$ cat config.mk
export PLATFORM = sky130hd
export DESIGN_NAME = lcd_bus_receiver
export DESIGN_NICKNAME = d
export VERILOG_FILES = /design/src/rtl/lcd_bus_receiver.sv
export SDC_FILE = /design/constraint.sdc
export NUM_CORES = 1
export LEC_CHECK = 0
export CELL_PAD_IN_SITES_DETAIL_PLACEMENT = 0
export CELL_PAD_IN_SITES_GLOBAL_PLACEMENT = 1
export CORE_UTILIZATION = 30
export DETAILED_ROUTE_END_ITERATION = 6
export DONT_BUFFER_PORTS = 1
export GPL_TIMING_DRIVEN = 0
export HOLD_SLACK_MARGIN = 0.05
export PLACE_DENSITY = 0.55
export SYNTH_ARGS = -nofsm -noshare
export SYNTH_HDL_FRONTEND = slang
export SYNTH_SLANG_ARGS = --single-unit
$ cat constraint.sdc
create_clock -name Clock -period 5 [get_ports Clock]
set_clock_uncertainty 0.05 [all_clocks]
set_input_delay 1.25 -clock Clock [delete_from_list [all_inputs] [get_ports Clock]]
set_output_delay 1.25 -clock Clock [all_outputs]
set_load 0.02 [all_outputs]
$ cat src/rtl/lcd_bus_receiver.sv
// lcd_bus_receiver
//   Far-end model and checker for a 4-bit HD44780-style LCD bus. All bus inputs
//   go through the same 2-flop synchroniser, so the data stays aligned with E.
//   Each falling edge of the synced E is qualified by its high width and by the
//   RW and StrataFlash lines. Valid strobes are then rebuilt into bytes. Before
//   the switch to 4-bit mode, each strobe becomes one byte {nibble, 0}. After
//   the switch, nibble pairs form {hi, lo}.
// Ports
//   Clock, Reset (async, active-low)
//   iLCD_Data[3:0], iLCD_Enabled, iLCD_RegisterSelect, iLCD_ReadWrite,
//   iLCD_StrataFlashControl : raw LCD bus
//   oByte[7:0], oRS   : last reassembled byte and its RS, held between oValid
//   oValid            : one-cycle pulse on a new byte
//   oMode4            : sticky 4-bit mode flag
//   oErrShort/oErrRS/oErrTimeout : one-cycle error pulses
module lcd_bus_receiver #(
  parameter int unsigned MIN_E_HIGH = 12,
  parameter int unsigned TIMEOUT    = 50000,
  parameter int unsigned CNT_W      = 16
) (
  input  logic       Clock,
  input  logic       Reset,
  input  logic [3:0] iLCD_Data,
  input  logic       iLCD_Enabled,
  input  logic       iLCD_RegisterSelect,
  input  logic       iLCD_ReadWrite,
  input  logic       iLCD_StrataFlashControl,
  output logic [7:0] oByte,
  output logic       oRS,
  output logic       oValid,
  output logic       oMode4,
  output logic       oErrShort,
  output logic       oErrRS,
  output logic       oErrTimeout
);

  localparam logic [CNT_W-1:0] MinEHigh    = CNT_W'(MIN_E_HIGH);
  localparam logic [CNT_W-1:0] TimeoutLast = CNT_W'(TIMEOUT - 1);
  localparam logic [CNT_W-1:0] CntMax      = '1;

  // Bus bundle layout: {sf, rw, rs, e, data[3:0]}
  localparam int unsigned EIdx  = 4;
  localparam int unsigned RsIdx = 5;
  localparam int unsigned RwIdx = 6;
  localparam int unsigned SfIdx = 7;

  typedef enum logic [1:0] {StInit8, StHi, StLo} state_e;

  logic [7:0]       bus_raw;
  logic [7:0]       sync1_q, sync2_q, prev_q;
  logic [CNT_W-1:0] ehigh_q, ehigh_d;
  logic [CNT_W-1:0] to_q, to_d;
  state_e           state_q, state_d;
  logic [3:0]       hi_q, hi_d;
  logic             hi_rs_q, hi_rs_d;
  logic [7:0]       byte_q, byte_d;
  logic             rs_q, rs_d;
  logic             valid_q, valid_d;
  logic             mode4_q, mode4_d;
  logic             err_short_q, err_short_d;
  logic             err_rs_q, err_rs_d;
  logic             err_to_q, err_to_d;

  logic       fall, short_strobe, good_strobe;
  logic [3:0] nib;
  logic       nib_rs;

  assign bus_raw = {iLCD_StrataFlashControl, iLCD_ReadWrite, iLCD_RegisterSelect,
                    iLCD_Enabled, iLCD_Data};

  // prev_q is the synced bus one cycle earlier: its data/RS belong to the strobe
  assign fall         = prev_q[EIdx] & ~sync2_q[EIdx];
  assign short_strobe = fall & (ehigh_q < MinEHigh);
  assign good_strobe  = fall & (ehigh_q >= MinEHigh) & ~prev_q[RwIdx] & prev_q[SfIdx];
  assign nib          = prev_q[3:0];
  assign nib_rs       = prev_q[RsIdx];

  always_comb begin
    state_d     = state_q;
    hi_d        = hi_q;
    hi_rs_d     = hi_rs_q;
    byte_d      = byte_q;
    rs_d        = rs_q;
    valid_d     = 1'b0;
    mode4_d     = mode4_q;
    err_short_d = short_strobe;
    err_rs_d    = 1'b0;
    err_to_d    = 1'b0;
    to_d        = to_q;

    if (sync2_q[EIdx]) begin
      ehigh_d = (ehigh_q == CntMax) ? ehigh_q : ehigh_q + 1'b1;
    end else begin
      ehigh_d = '0;
    end

    unique case (state_q)
      StInit8: begin
        if (good_strobe) begin
          byte_d  = {nib, 4'h0};
          rs_d    = nib_rs;
          valid_d = 1'b1;
          if (!nib_rs && nib == 4'h2) begin
            state_d = StHi;
            mode4_d = 1'b1;
          end
        end
      end
      StHi: begin
        if (good_strobe) begin
          hi_d    = nib;
          hi_rs_d = nib_rs;
          to_d    = '0;
          state_d = StLo;
        end
      end
      StLo: begin
        to_d = to_q + 1'b1;
        if (good_strobe) begin
          state_d = StHi;
          if (nib_rs == hi_rs_q) begin
            byte_d  = {hi_q, nib};
            rs_d    = nib_rs;
            valid_d = 1'b1;
          end else begin
            err_rs_d = 1'b1;
          end
        end else if (to_q >= TimeoutLast && !short_strobe) begin
          // A coinciding short-strobe pulse defers the timeout by one cycle
          // so the two error pulses never overlap.
          err_to_d = 1'b1;
          state_d  = StHi;
        end
      end
      default: state_d = StInit8;
    endcase
  end

  always_ff @(posedge Clock or negedge Reset) begin
    if (!Reset) begin
      sync1_q     <= '0;
      sync2_q     <= '0;
      prev_q      <= '0;
      ehigh_q     <= '0;
      to_q        <= '0;
      state_q     <= StInit8;
      hi_q        <= '0;
      hi_rs_q     <= 1'b0;
      byte_q      <= '0;
      rs_q        <= 1'b0;
      valid_q     <= 1'b0;
      mode4_q     <= 1'b0;
      err_short_q <= 1'b0;
      err_rs_q    <= 1'b0;
      err_to_q    <= 1'b0;
    end else begin
      sync1_q     <= bus_raw;
      sync2_q     <= sync1_q;
      prev_q      <= sync2_q;
      ehigh_q     <= ehigh_d;
      to_q        <= to_d;
      state_q     <= state_d;
      hi_q        <= hi_d;
      hi_rs_q     <= hi_rs_d;
      byte_q      <= byte_d;
      rs_q        <= rs_d;
      valid_q     <= valid_d;
      mode4_q     <= mode4_d;
      err_short_q <= err_short_d;
      err_rs_q    <= err_rs_d;
      err_to_q    <= err_to_d;
    end
  end

  assign oByte       = byte_q;
  assign oRS         = rs_q;
  assign oValid      = valid_q;
  assign oMode4      = mode4_q;
  assign oErrShort   = err_short_q;
  assign oErrRS      = err_rs_q;
  assign oErrTimeout = err_to_q;

endmodule

=== After elaboration in Yosys (flattened, before gate mapping) ===
Cells that the tools add are included.

* Register bits: 77
* Input port bits: 10
* Output and inout bits: 14

* Add/sub/neg operators: 2
* Magnitude comparators: 3
* Equal/unequal tests: 12
* Muxes and demuxes: 28
* Bitwise gates (word level): 7
* Reduce and logical (&&, ||, !) cells: 12

{| class="wikitable"
|+ Operators with widths
! kind !! number
|-
| 16-bit two-way mux || 3
|-
| 16-bit by 1-bit adder with 16-bit output (second input constant) || 2
|-
| 16-bit one-hot mux with 2 select lines || 1
|-
| 8-bit two-way mux || 3
|-
| 16-bit == test (second input constant) || 1
|-
| 16-bit >= comparator (second input constant) || 1
|-
| 16-bit by 4-bit >= comparator with 1-bit output (second input constant) || 1
|-
| 16-bit by 4-bit < comparator with 1-bit output (second input constant) || 1
|-
| 8-bit one-hot mux with 2 select lines || 1
|-
| 1-bit two-way mux || 12
|-
| 2-bit inequality test (second input constant) || 6
|-
| 2-bit two-way mux || 5
|-
| 4-bit AND reduction || 2
|-
| 2-bit one-hot mux with 3 select lines || 1
|-
| 1-bit bitwise AND || 5
|-
| 4-bit by 2-bit == test with 1-bit output (second input constant) || 1
|-
| 1-bit one-hot mux with 2 select lines || 2
|-
| 2-bit AND reduction || 2
|-
| 2-bit nonzero test || 2
|-
| 3-bit inequality test (second input constant) || 1
|-
| 3-bit AND reduction || 1
|-
| 2-bit by 1-bit == test with 1-bit output (second input constant) || 1
|-
| 2-bit == test (second input constant) || 1
|-
| 1-bit logical AND || 2
|-
| other kinds (4) || 6
|}

=== Logic depth before layout (Yosys ltp) ===
Gate-level depths: netlist of the first run.

* Word-level depth: 8
* Mapped depth: 7
* Depth with buffers taken out: 6

=== Worst setup path before layout of the first run ===
No wires, ideal clock.

* Kind: register to register
* Start point: reg ehigh_q[15]
* End point: reg hi_q[1]
* Library setup time: 127 ps
* Arrival: 2062 ps
* Path slack: 2760 ps
* Stages on the path, launching flop included: 6
* Buffers on the path: 1
* Period minus slack after synthesis: 2240 ps
* Path through: dfrtp_1 > or4_4 > o41ai_4 > or2b_1 > buf_6 > mux2_1

* Word-level cells in the longest chain between the ends: 5

{| class="wikitable"
|+ RTL lines
! what !! line !! source
|-
| start: declaration || 51 || <nowiki>logic [CNT_W-1:0] ehigh_q, ehigh_d;</nowiki>
|-
| start signal: assignment || 160 || <nowiki>ehigh_q <= ehigh_d;</nowiki>
|-
| 16-bit by 4-bit >= comparator with 1-bit output || 74 || <nowiki>assign good_strobe = fall & (ehigh_q >= MinEHigh) & ~prev_q[RwIdx] & prev_q[SfIdx];</nowiki>
|-
| 1-bit bitwise AND (3 in a row) || 74 ||
|-
| 2-bit AND reduction (no source line) || - ||
|-
| end signal: assignment || 163 || <nowiki>hi_q <= hi_d;</nowiki>
|-
| end: declaration || 54 || <nowiki>logic [3:0] hi_q, hi_d;</nowiki>
|}

No other way between the ends.
A chain may end at the register's enable or synchronous reset.

=== Worst setup path after layout of the first run ===
* Start point: reg ehigh_q[10]
* End point: reg hi_q[3]

The elaborated chain is that of the path after synthesis.

==> results of run 1 <==
worst max-delay path by stage:
stage                     cells after the start         from  slack [ps]  endpoint
final                                         5  ehigh_q[10]        2510   hi_q[3]
after global routing                          5  ehigh_q[10]        2370   hi_q[3]
after CTS                                     5  ehigh_q[15]        2480   hi_q[3]
after detailed placement                      5  ehigh_q[10]        2490   hi_q[3]
after global placement                        5  ehigh_q[15]        2500   hi_q[1]
after floorplan                               5  ehigh_q[15]        2760   hi_q[1]
synthesized netlist by cell type, drive strengths merged:
library cell and n:
a211o 2, a21boi 1, a21o 1, a21oi 3, a31o 2, a31oi 4, and2 12, and3 8
and4 1, and4b 1, and4bb 1, buf 4, clkbuf 5, dfrtp 77, ha 3, inv 5
mux2 6, mux2i 7, nand2 31, nand2b 1, nand3 12, nand3b 2, nand4 12, nor2 15
nor2b 4, nor3 3, nor3b 3, nor4 7, nor4b 4, o211a 1, o211ai 1, o21a 1
o21ai 28, o31ai 2, o41ai 1, or2b 1, or3 2, or4 3, or4b 1, xnor2 4
xor2 8
placed cells by master, fill, tap and decap left out, types with 5 or more instances in the layout:
cell type   n
dfrtp_1    77
nand2_1    31
o21ai_0    28
nor2_1     15
and2_1     12
nand4_1    12
nand3_1    12
clkbuf_8   10
xor2_1      8
and3_1      8
nor4_1      7
mux2i_1     7
clkbuf_1    6
inv_1       5
through the flow:
step / setup slack [ps] / hold WS (ps)
after CTS: 2480 / 304
after global placement: 2500 / 281
final: 2510 / 297
after floorplan: 2760 / 281
after detailed placement: 2490 / 285
after global routing: 2370 / 303
routing by layer:
layer  vias to the layer above  track usage
met5                         -            0
met4                         0       0.0470
met3                         6       0.0509
met2                        43        0.189
met1                      1099        0.173
li1                       1058            -
area by class of cell:
| type | count | area [um2] | share of cell area |
|---|---|---|---|
| clock buffers | 11 | 141 | 0.0390 |
| multi-input cells | 199 | 1270 | 0.352 |
| clock inverters | 5 | 43.8 | 0.0121 |
| flip-flops and latches | 77 | 1930 | 0.531 |
| plain buffers | 9 | 50.0 | 0.0138 |
| well taps | 136 | 170 | 0.0469 |
| inverters | 5 | 18.8 | 0.00518 |
kinds of logic after synthesis:
| kind of cell | share of synthesized area |
|---|---|
| AOI/OAI and AO/OA | 0.0914 |
| xor gates and xnor gates | 0.0321 |
| adders and majority gates | 0.0115 |
| buffers and inverters | 0.0210 |
| DFF | 0.589 |
| muxes | 0.0421 |
| and+or+nand+nor | 0.213 |
state kept, by name, indices dropped and copies added (netlist names):
signal	count
ehigh_q	16
to_q	16
oByte	8
prev_q	8
sync1_q	8
sync2_q	8
hi_q	4
state_q	2
hi_rs_q	1
oErrRS	1
oErrShort	1
oErrTimeout	1
oMode4	1
oRS	1
oValid	1
worst max-delay path: cells and delay by family, from the launching register on:
kind	cells	cell delay [ps]
buf+inv	1	160
flops	1	460
compound gates	1	580
simple gates	2	790
mux	1	330
power by group through the flow:
| stage | Sequential, mW | Clock [mW] | Combinational, mW |
|---|---|---|---|
| 2_1_floorplan | 0.652 | 0 | 0.00816 |
| 5_1_grt | 0.644 | 0.487 | 0.0116 |
| 3_5_place_dp | 0.655 | 0 | 0.0100 |
| 4_1_cts | 0.643 | 0.465 | 0.0101 |
| 6_report | 0.642 | 0.445 | 0.00985 |
| 3_3_place_gp | 0.655 | 0 | 0.00990 |
==> results.cfg, run 1 <==
[detailed_routing]
drc = 0
highest_layer = met4
ant_nets = 0
initialDrtViolationCount = 99
totalWireLength_um = 6500
avgRoutedWirePerCell_um = 14.7
viasPerCell = 4.99
met2_length_um = 2940
wl_met3_um = 273
wl_met1_um = 3200
drt_pass1_iterations = 4
vias = 2206

[final_layout]
fill_cells = 1115
fin_area_mm2 = 0.00363
area_delta_synth_final_pct = 10.9
n_antenna_cell = 0
nets = 314
drive_gt1_frac = 0.101
stdcell_count = 442
post-route-util = 0.347

[die]
io_pins = 24
core-area_mm2 = 0.0105
die-area_mm2 = 0.0113
die_y_um = 106
rows = 37
die-width_um = 106
initial_core_util = 0.313

[clocking]
cts-resized-gates = 0
insertion_delay_ps = 360
cts_tree = yes
ctsRootBufferMaster = clkbuf_8
post-cts-setup-buffer-count = 0
clockBufferDepth = 2
clk_pin_slew_ps = 90
cts_hold_buffers = 0
htree_levels = 3
cts_made_buffers = 9
clock-sinks = 77

[pwr]
p_leak_nw = 1.72
seqPwrFrac = 0.585
intPower_uw = 839
p_sw_uw = 259
switching_share = 0.236
ir_drop_mv = 0.225
comb_power_share = 0.009
report.power.total_mw = 1.10
pwr_density_cell_mw_per_mm2 = 303
clock_power_share = 0.406

[timing]
worstMarginPinSlew_ps = 989
finalHoldViolCount = 0
clock.fmax_ghz = 0.402
post-route-period-util = 0.497
relSlewSlack = 0.335
drv_slew = 0
rsz0062_at_grt = false
setup_viol = 0
setup_tns_ps = 0
fin_crit_ps = 2490

[logic_synthesis]
ys_ff_latch = 77
synth_top_area_share = 0.589
yosysTopAreaCell = dfrtp_1
yosys_warnings = 0
ys_top_cells_by_area = dfrtp_1 (59%), o21ai_0 (4.3%), nand2_1 (3.6%), and2_1 (2.3%), nand4_1 (2.3%)
syn_inst = 290
syn_avg_cell_area_um2 = 11.3
syn-num-nets = 303
synth.distinct_cells = 46
ys_seq_area_frac = 0.589
synth_area_mm2 = 0.00327

[worst_hold_path]
hold_path_depth = 0
min_from = sync2_q[0]
hold_path_end = prev_q[0]
hp-class = register to register

[global_routing]
grt_overflow_total = 0
grt_max_degree = 78
grtUsageTotal = 0.129
antenna_found_initial = 0
grt_pass1_vias = 2123
grt_pass1_wl_um = 11100

[critical_path]
path_cells = or4_4 > o41ai_4 > or2b_1 > buf_6 > mux2_1
slowest_stage = or4_4
cp-end-kind = register
reg2reg_depth = 5
critPathKind = register to register
rrSetupSlack_ps = 2510
crit_required_ps = 5200
cp-start-kind = register
critical-path-max-stage-delay_ps = 580
crit_fanout = 10
arrival_ps = 2690
worstReg2RegStart = ehigh_q[10]
r2r_end = hi_q[3]

[run]
cap_violations = 0

[placed_design]
place_area_mm2 = 0.00344
place.port_buffers = 0
dp_hpwl_um = 4170
place_congestion = 0.735
dpl.cell_count = 426

[run_status]
status = completed
(Power assumes the default switching activity.)
==> run 2: changes to the inputs <==
--- a/config.mk
+++ b/config.mk
@@ -12,7 +12,7 @@
 export DONT_BUFFER_PORTS = 1
 export GPL_TIMING_DRIVEN = 0
 export HOLD_SLACK_MARGIN = 0.05
-export PLACE_DENSITY = 0.55
+export PLACE_DENSITY = 0.57
 export SYNTH_ARGS = -nofsm -noshare
 export SYNTH_HDL_FRONTEND = slang
 export SYNTH_SLANG_ARGS = --single-unit
==> constraint.sdc (replaced) <==
create_clock -name Clock -period 2.2 [get_ports Clock]
set_clock_uncertainty 0.05 [all_clocks]
set_input_delay 0.55 -clock Clock [delete_from_list [all_inputs] [get_ports Clock]]
set_output_delay 0.55 -clock Clock [all_outputs]
set_load 0.02 [all_outputs]
==> results.cfg, run 2 (synthesis results as in run 1) <==
[critical_path]
cp-start-kind = register
crit_fanout = 6
crit_required_ps = 2390
arrival_ps = 2400
critPathKind = register to register
cp-end-kind = register

[clocking]
insertion_delay_ps = 360
ctsRootBufferMaster = clkbuf_8
cts_made_buffers = 9
clockBufferDepth = 2
cts_tree = yes
clock-sinks = 77
clk_pin_slew_ps = 80
htree_levels = 3

[final_layout]
drive_gt1_frac = 0.228
largest_registers = ehigh_q: 16 flops, to_q: 16 flops
fill_cells = 1067
final_common_cell = dfrtp_1
most-common-layout-cells = dfrtp_1 (73), nand2_1 (28), nor2_1 (14), buf_4 (14)
n_antenna_cell = 0
area_delta_synth_final_pct = 19.5
fin_area_mm2 = 0.00391
nets = 332

[timing]
drv_slew = 0
finalHoldViolCount = 77
rsz0062_at_grt = true
setup_tns_ps = -15.9
setup_viol = 3
clock.fmax_ghz = 0.453
post-route-period-util = 1.00
fin_crit_ps = 2210
relSlewSlack = 0.502
worst_slack_ps = -8.88
worstMarginPinSlew_ps = 740
holdWs_ps = -166

[worst_hold_path]
hp-class = input port to asynchronous set/reset pin

[detailed_routing]
drc = 0
drt_pass1_iterations = 4
totalWireLength_um = 6770
initialDrtViolationCount = 137
viasPerCell = 4.87
ant_nets = 0
vias = 2241
avgRoutedWirePerCell_um = 14.7

[die]
die-width_um = 106
die-area_mm2 = 0.0113
io_pins = 24
core-area_mm2 = 0.0105
rows = 37
die_y_um = 106
initial_core_util = 0.313

[placed_design]
place_area_mm2 = 0.00346
place_congestion = 0.741
place.port_buffers = 0
dp_hpwl_um = 4190

[global_routing]
met3_usage = 0.0466
antenna_found_initial = 0
grt_overflow_total = 0
grt_max_degree = 78
grtUsageTotal = 0.132
met1_usage = 0.180
grt_pass1_wl_um = 11300
use_met2 = 0.186
busiest_layer = met2
grt_pass1_vias = 2178

[run]
cap_violations = 0

[run_status]
failed_checks = negative hold slack, negative setup slack
status = finished, violations left

[pwr]
pwr_density_cell_mw_per_mm2 = 637
ir_drop_mv = 0.435
p_leak_nw = 1.84
==> run 2: changes by cell type in the layout (fill, tap and decap cells not counted), sizes merged <==
cell      previous run  this run
inv                  6         7
buf                  4        22
clkinv               4         2
clkinvlp             0         1
==> run 2: final cells by class <==
class / instances / area (um2) / share of cell area
buffer: 8 / 52.6 / 0.0134
clock inverter: 5 / 42.5 / 0.0109
tap: 136 / 170 / 0.0435
clock buffer: 11 / 141 / 0.0362
inverter: 5 / 18.8 / 0.00480
timing repair buffer: 19 / 170 / 0.0435
sequential: 77 / 1930 / 0.494
multi-input combinational: 199 / 1380 / 0.353
==> run 2: where the power goes <==
group          internal, mW  switching (mW)
registers              1.44          0.0182
logic                0.0132          0.0113
clock network         0.453           0.553
total                  1.91           0.583
==> run 2: metal layers <==
metal  part of all wire  vias up
li1                   -     1100
met1               0.50     1095
met2               0.44       36
met3              0.045       10
met4              0.018        0
met5                  0        -
==> run 2: stage by stage <==
stage | total power [mW] | worst slack, ps | hold WS [ps] | instances | utilization
global route | 2.62 | -240 | -211 | 460 | 0.373
detailed placement | 1.51 | -242 | 206 | 426 | 0.331
finish | 2.49 | -8.88 | -166 | 460 | 0.373
global placement | 1.51 | -280 | 207 | 426 | 0.331
floorplan | 1.50 | -28.6 | 204 | 290 | -
CTS | 2.54 | -36.6 | -199 | 455 | 0.361
==> run 2: final timing paths <==
check | startpoint | to | slack, ps | cells after the start
min in group Clock | iLCD_ReadWrite | sync1_q[6] | 160 | 0
max reg2reg | ehigh_q[12] | hi_q[3] | -9 | 5
min reg2reg | sync2_q[1] | prev_q[1] | 300 | 0
max | ehigh_q[12] | hi_q[3] | -9 | 5
max in group asynchronous | Reset | ehigh_q[10] | 2120 | 0
min | Reset | to_q[9] | -170 | 0
==> run 2: worst max-delay path, cell delays in order, from the launching register on <==
cell     delay [ps]
dfrtp_1         410
or4_4           560
o41ai_4         440
or2b_1          190
buf_6           150
mux2_4          300
==> run 2: repair_timing <==
item                                    CTS  global route
setup buffers                            13             4
cloned                                    0             2
pin swaps                                 2            18
resized for setup                        12            40
endpoints found under the setup margin   37            42
hold endpoints to repair                 77            77
==> run 3: changes to the inputs <==
==> constraint.sdc (replaced) <==
create_clock -name Clock -period 2.2 [get_ports Clock]
set_clock_uncertainty 0.05 [all_clocks]
set_input_delay 0.55 -clock Clock [delete_from_list [all_inputs] [get_ports Clock]]
set_output_delay 0.55 -clock Clock [all_outputs]
set_load 0.05 [all_outputs]
==> results.cfg, run 3 (synthesis results as in run 1) <==
[run_status]
status = finished, violations left
failed_checks = negative hold slack, negative setup slack

[timing]
rsz0062_at_grt = true
post-route-period-util = 1.00
drv_slew = 0
setup_viol = 5
holdWs_ps = -167
setup_tns_ps = -21.4
clock.fmax_ghz = 0.453
relSlewSlack = 0.516
worst_slack_ps = -8.98
worstMarginPinSlew_ps = 720
fin_crit_ps = 2210
finalHoldViolCount = 77

[global_routing]
grtUsageTotal = 0.132
antenna_found_initial = 0
grt_pass1_vias = 2178
grt_overflow_total = 0
grt_pass1_wl_um = 11300
grt_max_degree = 78

[final_layout]
area_delta_synth_final_pct = 20.8
final_common_cell = dfrtp_1
nets = 334
largest_registers = ehigh_q: 16 flops, to_q: 16 flops
stdcell_count = 462
fin_area_mm2 = 0.00395
fill_cells = 1060
n_antenna_cell = 0
drive_gt1_frac = 0.264
most-common-layout-cells = dfrtp_1 (73), nand2_1 (22), buf_4 (16)
seq_area_mm2 = 0.00193
multi_input_area_mm2 = 0.00141

[detailed_routing]
viasPerCell = 4.87
ant_nets = 0
avgRoutedWirePerCell_um = 14.7
drc = 0
drt_pass1_iterations = 4
totalWireLength_um = 6790
initialDrtViolationCount = 121
vias = 2252

[critical_path]
cp-start-kind = register
cp-end-kind = register
arrival_ps = 2400
crit_required_ps = 2390
cp_top_family = simple AND/OR/NAND/NOR gates
crit_fanout = 6
worstSetupStartpoint = ehigh_q[12]
rrSetupSlack_ps = -9
critical-path-max-stage-delay_ps = 560
critPathKind = register to register
path_cells = or4_4 > o41ai_4 > or2b_1 > buf_6 > mux2_4
path_buf_inv = 1
worstReg2RegStart = ehigh_q[12]
slowest_stage = or4_4

[clocking]
cts_made_buffers = 9
clockBufferDepth = 2
cts_tree = yes
htree_levels = 3
clock-sinks = 77
clk_pin_slew_ps = 80
ctsRootBufferMaster = clkbuf_8
insertion_delay_ps = 360

[pwr]
pwr_density_cell_mw_per_mm2 = 631
ir_drop_mv = 0.435
report.power.total_mw = 2.49
p_leak_nw = 1.86

[die]
io_pins = 24
rows = 37
die_y_um = 106
initial_core_util = 0.313
die-area_mm2 = 0.0113
core-area_mm2 = 0.0105
die-width_um = 106

[placed_design]
dpl.cell_count = 426
place_congestion = 0.741
dp_hpwl_um = 4190
place.port_buffers = 0
place_area_mm2 = 0.00346

[worst_hold_path]
hp-class = input port to asynchronous set/reset pin

[run]
cap_violations = 0
run 3: cell count changes in the layout (fill, tap and decap cells not counted):
| cell | previous run | this run |
|---|---|---|
| nand2_1 | 28 | 22 |
| o21ai_2 | 8 | 12 |
| nand2_2 | 3 | 9 |
| buf_4 | 14 | 16 |
| o21ai_0 | 10 | 6 |
run 3: worst paths after layout:
check / cells after the start / endpoint
max: 5 / hi_q[3]
min: 0 / to_q[9]
max reg2reg: 5 / hi_q[3]
min reg2reg: 0 / prev_q[1]
max in group asynchronous: 0 / ehigh_q[10]
min in group Clock: 0 / sync1_q[6]
run 3: where the power goes:
part	total [mW]	internal, mW	leakage [nW]	switching, mW
combinational	0.0251	0.0132	0.756	0.0118
sequential	1.46	1.44	1.01	0.0207
clock	1.01	0.453	0.0905	0.555
run 3: layout make-up:
| class | instances | area share |
|---|---|---|
| timing repair buffer | 21 | 0.0469 |
| clock inverter | 5 | 0.0108 |
| tap | 136 | 0.0431 |
| buffer | 8 | 0.0133 |
| sequential | 77 | 0.489 |
| multi-input combinational | 199 | 0.357 |
| inverter | 5 | 0.00475 |
| clock buffer | 11 | 0.0358 |
run 3: worst reg2reg max path, stage by stage (launching register included):
cell and delay, ps:
dfrtp_1 410, or4_4 560, o41ai_4 440, or2b_1 190
buf_6 150, mux2_4 300
run 3: metrics by stage:
step | hold WS, ps | utilization | setup WS [ps]
CTS | -199 | 0.361 | -36.6
floorplan | 204 | - | -28.6
global placement | 207 | 0.331 | -280
detailed placement | 206 | 0.331 | -242
finish | -167 | 0.378 | -8.98
global route | -211 | 0.378 | -240
run 3: repair_timing:
| action | CTS | global route |
|---|---|---|
| endpoints found under the hold margin | 77 | 77 |
| endpoints found under the setup margin | 37 | 42 |
| resized for setup | 12 | 54 |
| setup buffers | 13 | 6 |
| cloned | 0 | 2 |
| pin swaps | 2 | 18 |
run 3: per-layer routing:
metal | vias up | share of wire | GRT usage
li1 | 1104 | - | -
met1 | 1095 | 0.50 | 0.180
met2 | 43 | 0.44 | 0.186
met3 | 10 | 0.049 | 0.0466
met4 | 0 | 0.018 | 0.0607
met5 | - | 0 | 0
